File: config.mk
export PLATFORM = sky130hd
export DESIGN_NAME = register_write_arbiter
export DESIGN_NICKNAME = d
export VERILOG_FILES = /design/src/rtl/register_write_arbiter.sv
export SDC_FILE = /design/constraint.sdc
export NUM_CORES = 1
export LEC_CHECK = 0
export ABC_AREA = 1
export BUFFER_PORTS_ARGS = -buffer_cell sky130_fd_sc_hd__buf_2
export CAP_MARGIN = 20
export CORE_MARGIN = 2
export CORE_UTILIZATION = 30
export CTS_CLUSTER_SIZE = 10
export DETAILED_ROUTE_END_ITERATION = 8
export HOLD_SLACK_MARGIN = 0.03
export SYNTH_ARGS = -nofsm -noshare
export SYNTH_HDL_FRONTEND = slang
export SYNTH_SLANG_ARGS = --single-unit
File: constraint.sdc
create_clock -name Clock -period 3.1 [get_ports Clock]
set_input_delay 0.62 -clock Clock [delete_from_list [all_inputs] [get_ports Clock]]
set_output_delay 0.62 -clock Clock [all_outputs]
set_load 0.005 [all_outputs]
File: src/rtl/register_write_arbiter.sv
// Round-robin arbiter for the shared write port of a four-register bank, with a bounded owner lock.
// Ack is combinational in the request cycle, and the bank controls are registered one cycle later. Requesters without Ack simply wait.
module register_write_arbiter #(
  parameter int WIDTH    = 16,
  parameter int LOCK_MAX = 4
) (
  input  logic               Clock,
  input  logic               Reset,
  input  logic [2:0]         ReqValid,
  input  logic [5:0]         ReqReg,
  input  logic [8:0]         ReqFunSel,
  input  logic [3*WIDTH-1:0] ReqData,
  input  logic [2:0]         ReqLock,
  output logic [2:0]         Ack,
  output logic [3:0]         RegE,
  output logic [2:0]         RegFunSel,
  output logic [WIDTH-1:0]   RegI,
  output logic               Locked
);

  localparam int CW = $clog2(LOCK_MAX + 1);

  logic [1:0]       ptr_q, ptr_d;
  logic [1:0]       lock_own_q, lock_own_d;
  logic             lock_active_q, lock_active_d;
  logic [CW-1:0]    lock_cnt_q, lock_cnt_d;
  logic [3:0]       reg_e_q, reg_e_d;
  logic [2:0]       reg_fs_q, reg_fs_d;
  logic [WIDTH-1:0] reg_i_q, reg_i_d;

  logic [2:0]       grant;
  logic             xfer;
  logic [1:0]       win_idx;
  logic [1:0]       win_next;
  logic [1:0]       sel_reg;
  logic [2:0]       sel_fs;
  logic [WIDTH-1:0] sel_data;
  logic             sel_lock;
  logic             lock_continue;

  function automatic logic [2:0] rr_pick(input logic [1:0] p, input logic [2:0] v);
    logic [2:0] g;
    g = 3'b000;
    case (p)
      2'd1: begin
        if (v[1])      g = 3'b010;
        else if (v[2]) g = 3'b100;
        else if (v[0]) g = 3'b001;
      end
      2'd2: begin
        if (v[2])      g = 3'b100;
        else if (v[0]) g = 3'b001;
        else if (v[1]) g = 3'b010;
      end
      default: begin
        if (v[0])      g = 3'b001;
        else if (v[1]) g = 3'b010;
        else if (v[2]) g = 3'b100;
      end
    endcase
    return g;
  endfunction

  // A held lock parks the port on its owner even while the owner is not requesting.
  always_comb begin
    grant = 3'b000;
    if (lock_active_q) begin
      case (lock_own_q)
        2'd1:    grant = {1'b0, ReqValid[1], 1'b0};
        2'd2:    grant = {ReqValid[2], 2'b00};
        default: grant = {2'b00, ReqValid[0]};
      endcase
    end else begin
      grant = rr_pick(ptr_q, ReqValid);
    end
  end

  assign Ack  = Reset ? 3'b000 : grant;
  assign xfer = |grant;

  always_comb begin
    win_idx = 2'd0;
    if (grant[2])      win_idx = 2'd2;
    else if (grant[1]) win_idx = 2'd1;
  end

  always_comb begin
    sel_reg  = ReqReg[1:0];
    sel_fs   = ReqFunSel[2:0];
    sel_data = ReqData[WIDTH-1:0];
    sel_lock = ReqLock[0];
    win_next = 2'd1;
    case (win_idx)
      2'd1: begin
        sel_reg  = ReqReg[3:2];
        sel_fs   = ReqFunSel[5:3];
        sel_data = ReqData[2*WIDTH-1:WIDTH];
        sel_lock = ReqLock[1];
        win_next = 2'd2;
      end
      2'd2: begin
        sel_reg  = ReqReg[5:4];
        sel_fs   = ReqFunSel[8:6];
        sel_data = ReqData[3*WIDTH-1:2*WIDTH];
        sel_lock = ReqLock[2];
        win_next = 2'd0;
      end
      default: ;
    endcase
  end

  // The grant that would reach LOCK_MAX consecutive grants always releases.
  assign lock_continue = sel_lock &&
                         (({1'b0, lock_cnt_q} + (CW+1)'(1)) < (CW+1)'(LOCK_MAX));

  always_comb begin
    ptr_d         = ptr_q;
    lock_own_d    = lock_own_q;
    lock_active_d = lock_active_q;
    lock_cnt_d    = lock_cnt_q;
    reg_e_d       = 4'b0000;
    reg_fs_d      = reg_fs_q;
    reg_i_d       = reg_i_q;
    if (xfer) begin
      reg_e_d  = 4'b0001 << sel_reg;
      reg_fs_d = sel_fs;
      reg_i_d  = sel_data;
      if (lock_continue) begin
        lock_active_d = 1'b1;
        lock_own_d    = win_idx;
        lock_cnt_d    = lock_cnt_q + CW'(1);
      end else begin
        lock_active_d = 1'b0;
        lock_cnt_d    = '0;
        ptr_d         = win_next;
      end
    end
  end

  always_ff @(posedge Clock or posedge Reset) begin
    if (Reset) begin
      ptr_q         <= 2'd0;
      lock_own_q    <= 2'd0;
      lock_active_q <= 1'b0;
      lock_cnt_q    <= '0;
      reg_e_q       <= 4'b0000;
      reg_fs_q      <= 3'b000;
      reg_i_q       <= '0;
    end else begin
      ptr_q         <= ptr_d;
      lock_own_q    <= lock_own_d;
      lock_active_q <= lock_active_d;
      lock_cnt_q    <= lock_cnt_d;
      reg_e_q       <= reg_e_d;
      reg_fs_q      <= reg_fs_d;
      reg_i_q       <= reg_i_d;
    end
  end

  assign RegE      = reg_e_q;
  assign RegFunSel = reg_fs_q;
  assign RegI      = reg_i_q;
  assign Locked    = lock_active_q;

endmodule

==> out/qor.log, run 1 <==
qor: run_status.status complete, no violations
qor: detailed_routing.detail_route.wirelength 4880 microns
qor: critical_path.timing.reg2reg.setup_slack 0.93 ns
qor: layout.fill_cells 670
qor: clock_tree.cts_hold_buf 0
qor: critical_path.classification_of_the_worst_setup_path reg -> out
qor: global_route.globalRoute.totalOverflow 0
qor: timing.setup_repair_after_global_routing_missed_its_margin no
qor: worst_hold_path.holdCritPathClass in -> async
qor: synthesis.synth-seq-cells 31
qor: floorplanning.area_of_the_die 7210 sq um
qor: critical_path.regToRegEndpoint Locked
qor: timing.worst_clock_skew 0.00373 ns
qor: critical_path.cp_max_fo 20
qor: clock_tree.clock_tree.root_cell sky130_fd_sc_hd__clkbuf_8
qor: timing.timing.final.crit_period 2.59 ns
qor: timing.worst_hold_slack 0.444 ns
qor: synthesis.ys.warnings.count 0
qor: floorplanning.std_cell_rows 29
qor: timing.max_freq 0.386 GHz
qor: detailed_routing.drt_first_iter_violations 82
qor: global_route.antenna_found_initial 0
qor: floorplanning.fp.dieW 84.9 microns
qor: clock_tree.cts.htree.levels 2
qor: critical_path.crit_path_start ptr_q[0]
qor: clock_tree.cts_setup_buffers 0
qor: layout.flow.area_growth_from_synthesis 30.4%
qor: layout.design_area 2560 sq um
qor: detailed_routing.drc_errors 0
qor: critical_path.cp-start-kind flop
qor: clock_tree.clkLatencyLatePin 0.28 ns
qor: synthesis.post_synthesis_cell_type_count 30
qor: clock_tree.clock_sinks 31
qor: timing.max_slew_margin 55.9%
qor: synthesis.synth_fp_nets 330
qor: detailed_routing.post_drt_via_cell_ratio 4.58
qor: floorplanning.die_h 84.9 microns
qor: critical_path.last_element_of_the_critical_path Ack[0]
qor: timing.tightest_slew 0.654 ns
qor: synthesis.mappedNetlistArea 1960 sq um
qor: placement.placement.cell_area 2460 sq um
qor: detailed_routing.drt_pass_1_iters 4
qor: synthesis.yosys_most_used_dff sky130_fd_sc_hd__dfrtp_1
qor: layout.multiInputGateArea 1010 sq um
qor: detailed_routing.vias 1,954
qor: timing.finalHoldViolations 0
qor: layout.final_common_cell sky130_fd_sc_hd__nand2_1
qor: placement.globalplace.congestion 0.795
qor: detailed_routing.route.antenna.remaining_nets 0
qor: layout.mostFrequentLayoutCells 106 x sky130_fd_sc_hd__nand2_1, 97 x sky130_fd_sc_hd__buf_2, 31 x sky130_fd_sc_hd__dfrtp_1
qor: flow_run.max_cap_viol_count 0
qor: synthesis.synthCells 254
qor: placement.total_half_perimeter_wirelength_after_legalization_and_detailed_placement 3590 microns
qor: clock_tree.clk_transition_reported_paths 0.06 ns
qor: global_route.tot_gr_track_use 13.8%
qor: detailed_routing.routed_length_per_placed_instance 11.4 microns
qor: synthesis.async_flop_share 100%
qor: critical_path.worst-endpoint-arrival 1.97 ns
qor: clock_tree.tritoncts built
qor: critical_path.worstRegToRegCells 10
qor: clock_tree.cts.repair.resized 0
qor: floorplanning.initial_core_util 30.9%
qor: global_route.global_route_wire_length_before_repair 8090 microns
qor: synthesis.synth_enable_flop_cells 0
qor: critical_path.worstReg2RegStart ptr_q[0]
qor: clock_tree.numCtsBuffers 5
qor: critical_path.crit_path_end_kind output pin
qor: global_route.via_count_of_the_first_global_routing_pass 1,804
qor: power_and_ir_drop.pwr_density 1120 nW/um^2
qor: critical_path.worst_ep_required_time 2.48 ns
qor: floorplanning.io-pin-count 98
qor: power_and_ir_drop.static-leakage-power 1.41 nW
qor: power_and_ir_drop.finalPower 2.86 mW
qor: layout.final_layout_size_suffix_gt1_share 41.1%
qor: clock_tree.clockBufferDepth 2
qor: global_route.grt_max_degree 32
qor: layout.final-seq-area 776 sq um
qor: synthesis.post_synth.cell_area_avg 7.73 sq um
qor: layout.layout.nets 425
qor: timing.timing.final.crit_share 83.7%
qor: power_and_ir_drop.vdd_drop_max 536 uV
qor: layout.n_antenna_cell 0
qor: floorplanning.core_area 6350 sq um
qor: synthesis.synth-seq-area-share 39.5%
qor: timing.count_of_pins_over_their_slew_limit 0
qor: placement.port_buffers 97
qor: timing.timing.final.setup_violations 0
qor: timing.totalNegativeSetupSlack 0 ns
cell type report:
type | instances | share of cell area (%)
multi-input combinational | 193 | 39.5
sequential | 31 | 30.3
timing repair buffer | 99 | 19.6
clock buffer | 8 | 3.91
tap | 77 | 3.76
inverter | 19 | 2.93
synth_stat cells, types with 5 or more instances:
cell                      instances  area (sq um)
sky130_fd_sc_hd__buf_6            5          56.3
sky130_fd_sc_hd__ha_1             5          62.6
sky130_fd_sc_hd__o21ai_0         19          95.1
sky130_fd_sc_hd__nor2_1           7          26.3
sky130_fd_sc_hd__o21ai_2         18           158
sky130_fd_sc_hd__inv_1           14          52.6
sky130_fd_sc_hd__nand2_1        106           398
sky130_fd_sc_hd__nand3_1         13          65.1
sky130_fd_sc_hd__dfrtp_1         31           776
power breakdown:
group	switching, mW	internal [mW]	leakage [nW]
logic	1.12	0.659	0.978
registers	0.129	0.607	0.382
clock network	0.144	0.202	0.0515
worst min path at each step:
stage | cells past startpoint | endpoint | slack, ns
floorplan | 2 | ptr_q[1] | 0.47
global placement | 2 | RegI[11] | 0.48
detailed placement | 2 | RegI[11] | 0.48
CTS | 3 | RegE[2] | 0.46
global route | 3 | lock_cnt_q[2] | 0.50
finish | 3 | RegE[2] | 0.44
kinds of logic (layout without fill, tap and decap cells):
| family | count (synthesis) | in the layout | share of synthesized area, % |
|---|---|---|---|
| flops | 31 | 31 | 39.5 |
| fa+ha+maj | 5 | 5 | 3.19 |
| buf+inv | 30 | 126 | 8.92 |
| compound gates | 45 | 45 | 15.5 |
| simple gates | 143 | 143 | 32.9 |
layer usage:
metal	global-route usage, %	vias to the layer above	routed length [microns]
met5	0	-	0
met4	4.33	0	51
met3	3.31	7	326
met2	23.3	77	2280
met1	17.6	867	2220
li1	-	1003	-
critical path, stage by stage (launching register included):
cell and delay (ns):
sky130_fd_sc_hd__dfrtp_1 0.37, sky130_fd_sc_hd__inv_1 0.05, sky130_fd_sc_hd__ha_1 0.30, sky130_fd_sc_hd__inv_1 0.09
sky130_fd_sc_hd__nand2_1 0.08, sky130_fd_sc_hd__a31oi_1 0.15, sky130_fd_sc_hd__nand2_1 0.08, sky130_fd_sc_hd__nand2_2 0.36
sky130_fd_sc_hd__nor2_1 0.07, sky130_fd_sc_hd__buf_2 0.14
state kept, by name, indices dropped and copies added (netlist names):
signal and flops:
Locked 1, lock_cnt_q 3, RegI 16, lock_own_q 2, RegE 4, ptr_q 2
RegFunSel 3
metrics by stage:
step           util [%]  setup slack [ns]  instances
4_1_cts            40.3             0.478        427
6_report           40.3             0.506        427
3_3_place_gp       38.7             0.823        419
3_5_place_dp       38.7             0.762        419
5_1_grt            40.3             0.315        427
2_1_floorplan         -              1.18        254
Note: power is estimated with default switching activity, not from simulation.
==> run 2, diff against run 1 <==
==> constraint.sdc (replaced) <==
create_clock -name Clock -period 2.6 [get_ports Clock]
set_input_delay 0.52 -clock Clock [delete_from_list [all_inputs] [get_ports Clock]]
set_output_delay 0.52 -clock Clock [all_outputs]
set_load 0.005 [all_outputs]
==> run 2 against run 1 <==
  * Clock power is 2% higher
  * Sequential power rose by 19%
  * Non-clock buffer count grew 2
  * Cell count increased by 0.47%
  * Register-to-register slack got worse by 0.42 ns
  * Count of clock-buffer cells in the layout shrank 1
  * Hold slack got worse by 0.091 ns
  * Combinational power up 20%
  * Die area stayed put
  * Utilization is 0.059 points lower
  * Largest cell class unchanged
  * Largest power group unchanged
  * Highest routed layer unchanged
==> out/qor.log, run 2 (synthesis results as in run 1) <==
qor: worst_hold_path.holdCritPathClass in -> async
qor: timing.tightest_slew 0.645 ns [-0.00945 ns]
qor: layout.multiInputGateArea 1010 sq um [unchanged]
qor: detailed_routing.vias 1,922 [-1.6%]
qor: layout.number_of_flip_flops_under_the_largest_register_name 16 [unchanged]
qor: layout.n_antenna_cell 0 [unchanged]
qor: timing.finalHoldViolations 0 [unchanged]
qor: floorplanning.initial_core_util 30.9% [unchanged]
qor: layout.mostFrequentLayoutCells 106 x sky130_fd_sc_hd__nand2_1, 97 x sky130_fd_sc_hd__buf_2, 31 x sky130_fd_sc_hd__dfrtp_1
qor: detailed_routing.route.antenna.remaining_nets 0 [unchanged]
qor: global_route.globalRoute.totalOverflow 0 [unchanged]
qor: timing.max_slew_margin 56.6% [+0.64 points]
qor: critical_path.crit_path_top_delay_cell sky130_fd_sc_hd__dfrtp_1
qor: timing.timing.final.crit_period 2.30 ns
qor: floorplanning.std_cell_rows 29 [unchanged]
qor: power_and_ir_drop.finalPower 3.37 mW [+18%]
qor: clock_tree.tritoncts built
qor: clock_tree.clock_sinks 31 [unchanged]
qor: timing.setup_repair_after_global_routing_missed_its_margin no
qor: critical_path.path_cells inv_1, ha_1, inv_1, nand2_1, a31oi_1, nand2_1, nand2_2, nor2_1, buf_2
qor: global_route.groute.layer.met2.usage 25.6% [+2.3 points]
qor: clock_tree.cts_setup_buffers 0 [unchanged]
qor: detailed_routing.post_drt_via_cell_ratio 4.48 [-2.1%]
qor: placement.dp.cells 421 [+0.48%]
qor: global_route.grt-busiest-layer met2
qor: timing.timing.final.crit_share 88.6%
qor: global_route.grt_max_degree 32 [unchanged]
qor: placement.globalplace.congestion 0.762 [-4.2%]
qor: power_and_ir_drop.static-leakage-power 1.41 nW [about the same]
qor: timing.timing.final.setup_violations 0 [unchanged]
qor: timing.max_freq 0.434 GHz
qor: layout.fill_cells 655 [-2.2%]
qor: floorplanning.core_area 6350 sq um [unchanged]
qor: timing.worst_clock_skew 0.00386 ns [+0.000133 ns]
qor: layout.final_common_cell sky130_fd_sc_hd__nand2_1
qor: power_and_ir_drop.pwr_density 1320 nW/um^2 [+18%]
qor: layout.final-seq-area 776 sq um [unchanged]
qor: floorplanning.die_h 84.9 microns [unchanged]
qor: detailed_routing.detail_route.wirelength 4970 microns [+1.9%]
qor: placement.port_buffers 97 [unchanged]
qor: timing.count_of_pins_over_their_slew_limit 0 [unchanged]
qor: floorplanning.area_of_the_die 7210 sq um [unchanged]
qor: layout.final_layout_size_suffix_gt1_share 41.2% [+0.050 points]
qor: floorplanning.fp.dieW 84.9 microns [unchanged]
qor: flow_run.max_cap_viol_count 0 [unchanged]
qor: global_route.global_route_wire_length_before_repair 8370 microns [+3.4%]
qor: critical_path.worst-endpoint-arrival 1.78 ns [-0.19 ns]
qor: clock_tree.clock_tree.root_cell sky130_fd_sc_hd__clkbuf_8
qor: timing.finalWorstSetupSlack 0.296 ns [-0.211 ns]
qor: layout.flow.area_growth_from_synthesis 30.2%
qor: global_route.via_count_of_the_first_global_routing_pass 1,912 [+6.0%]
qor: detailed_routing.drt_first_iter_violations 63 [-23%]
qor: critical_path.worst_ep_required_time 2.08 ns [-0.40 ns]
qor: placement.placement.setup.worst_slack 0.533 ns [-0.228 ns]
qor: detailed_routing.drt_pass_1_iters 5 [+1]
qor: critical_path.classification_of_the_worst_setup_path reg -> out
qor: global_route.met3_routing_resource_usage_after_global_routing 3.70% [+0.39 points]
qor: placement.total_half_perimeter_wirelength_after_legalization_and_detailed_placement 3900 microns [+8.6%]
qor: timing.totalNegativeSetupSlack 0 ns [unchanged]
qor: power_and_ir_drop.vdd_drop_max 649 uV [+21%]
qor: layout.postLayoutCoreUtil 40.3% [-0.059 points]
qor: detailed_routing.drc_errors 0 [unchanged]
qor: global_route.use_met1 17.4% [-0.14 points]
qor: clock_tree.cts.repair.resized 0 [unchanged]
qor: layout.finished_layout_cells 429 [+0.47%]
qor: clock_tree.clk_transition_reported_paths 0.06 ns [about the same]
qor: floorplanning.io-pin-count 98 [unchanged]
qor: run_status.status complete, no violations
qor: critical_path.cp-start-kind flop
qor: clock_tree.cts.htree.levels 2 [unchanged]
qor: critical_path.cp_slowest_stage_delay 0.37 ns [about the same]
qor: detailed_routing.routed_length_per_placed_instance 11.6 microns [+1.5%]
qor: clock_tree.clockBufferDepth 2 [unchanged]
qor: clock_tree.clkLatencyLatePin 0.27 ns [about the same]
qor: critical_path.cp_max_fo 8 [-60%]
qor: layout.layout.nets 427 [+0.47%]
qor: global_route.antenna_found_initial 0 [unchanged]
qor: clock_tree.cts_hold_buf 0 [unchanged]
qor: critical_path.crit_path_end_kind output pin
qor: global_route.tot_gr_track_use 14.4% [+0.56 points]
qor: clock_tree.numCtsBuffers 5 [unchanged]
==> run 2: critical path, delay by kind of cell (launching register included) <==
family / cells / cell delay, ns
AND/OR/NAND/NOR: 4 / 0.42
adder cells (fa/ha/maj): 1 / 0.30
flip-flops: 1 / 0.37
AO/OA/AOI/OAI: 1 / 0.14
buffers and inverters: 3 / 0.28
==> run 2: power breakdown <==
group	internal (mW)	switching (mW)
clock	0.187	0.166
sequential	0.724	0.154
combinational	0.803	1.33
==> run 2: path summary, 6_finish.rpt <==
check	from	endpoint	slack, ns	cells after the start
max	ptr_q[0]	Ack[0]	0.30	9
min	Reset	RegE[0]	0.35	3
max reg2reg	ptr_q[0]	Locked	0.51	10
min reg2reg	RegI[11]	RegI[11]	0.49	2
max in group asynchronous	Reset	RegFunSel[0]	1.95	3
min in group Clock	ReqData[18]	RegI[2]	0.44	3
==> run 2: stage by stage <==
stage / cell area, sq um / hold slack (ns)
after global routing: 2560 / 0.411
after floorplan: 1960 / 0.466
final: 2560 / 0.353
after CTS: 2560 / 0.373
after global placement: 2470 / 0.466
after detailed placement: 2470 / 0.467
==> run 2: cell type report <==
class                           count  share of cell area (%)
Multi-Input combinational cell    193                    39.6
Inverter                           19                    2.94
Tap cell                           77                    3.77
Sequential cell                    31                    30.3
Clock buffer                        7                    2.99
Timing Repair Buffer              101                    20.2
Clock inverter                      1                   0.196
==> run 2: routing by layer <==
layer | wire, microns | part of all wire (%)
met2 | 2410 | 48
met1 | 2190 | 44
met5 | 0 | 0
met3 | 318 | 6.4
met4 | 57 | 1.1
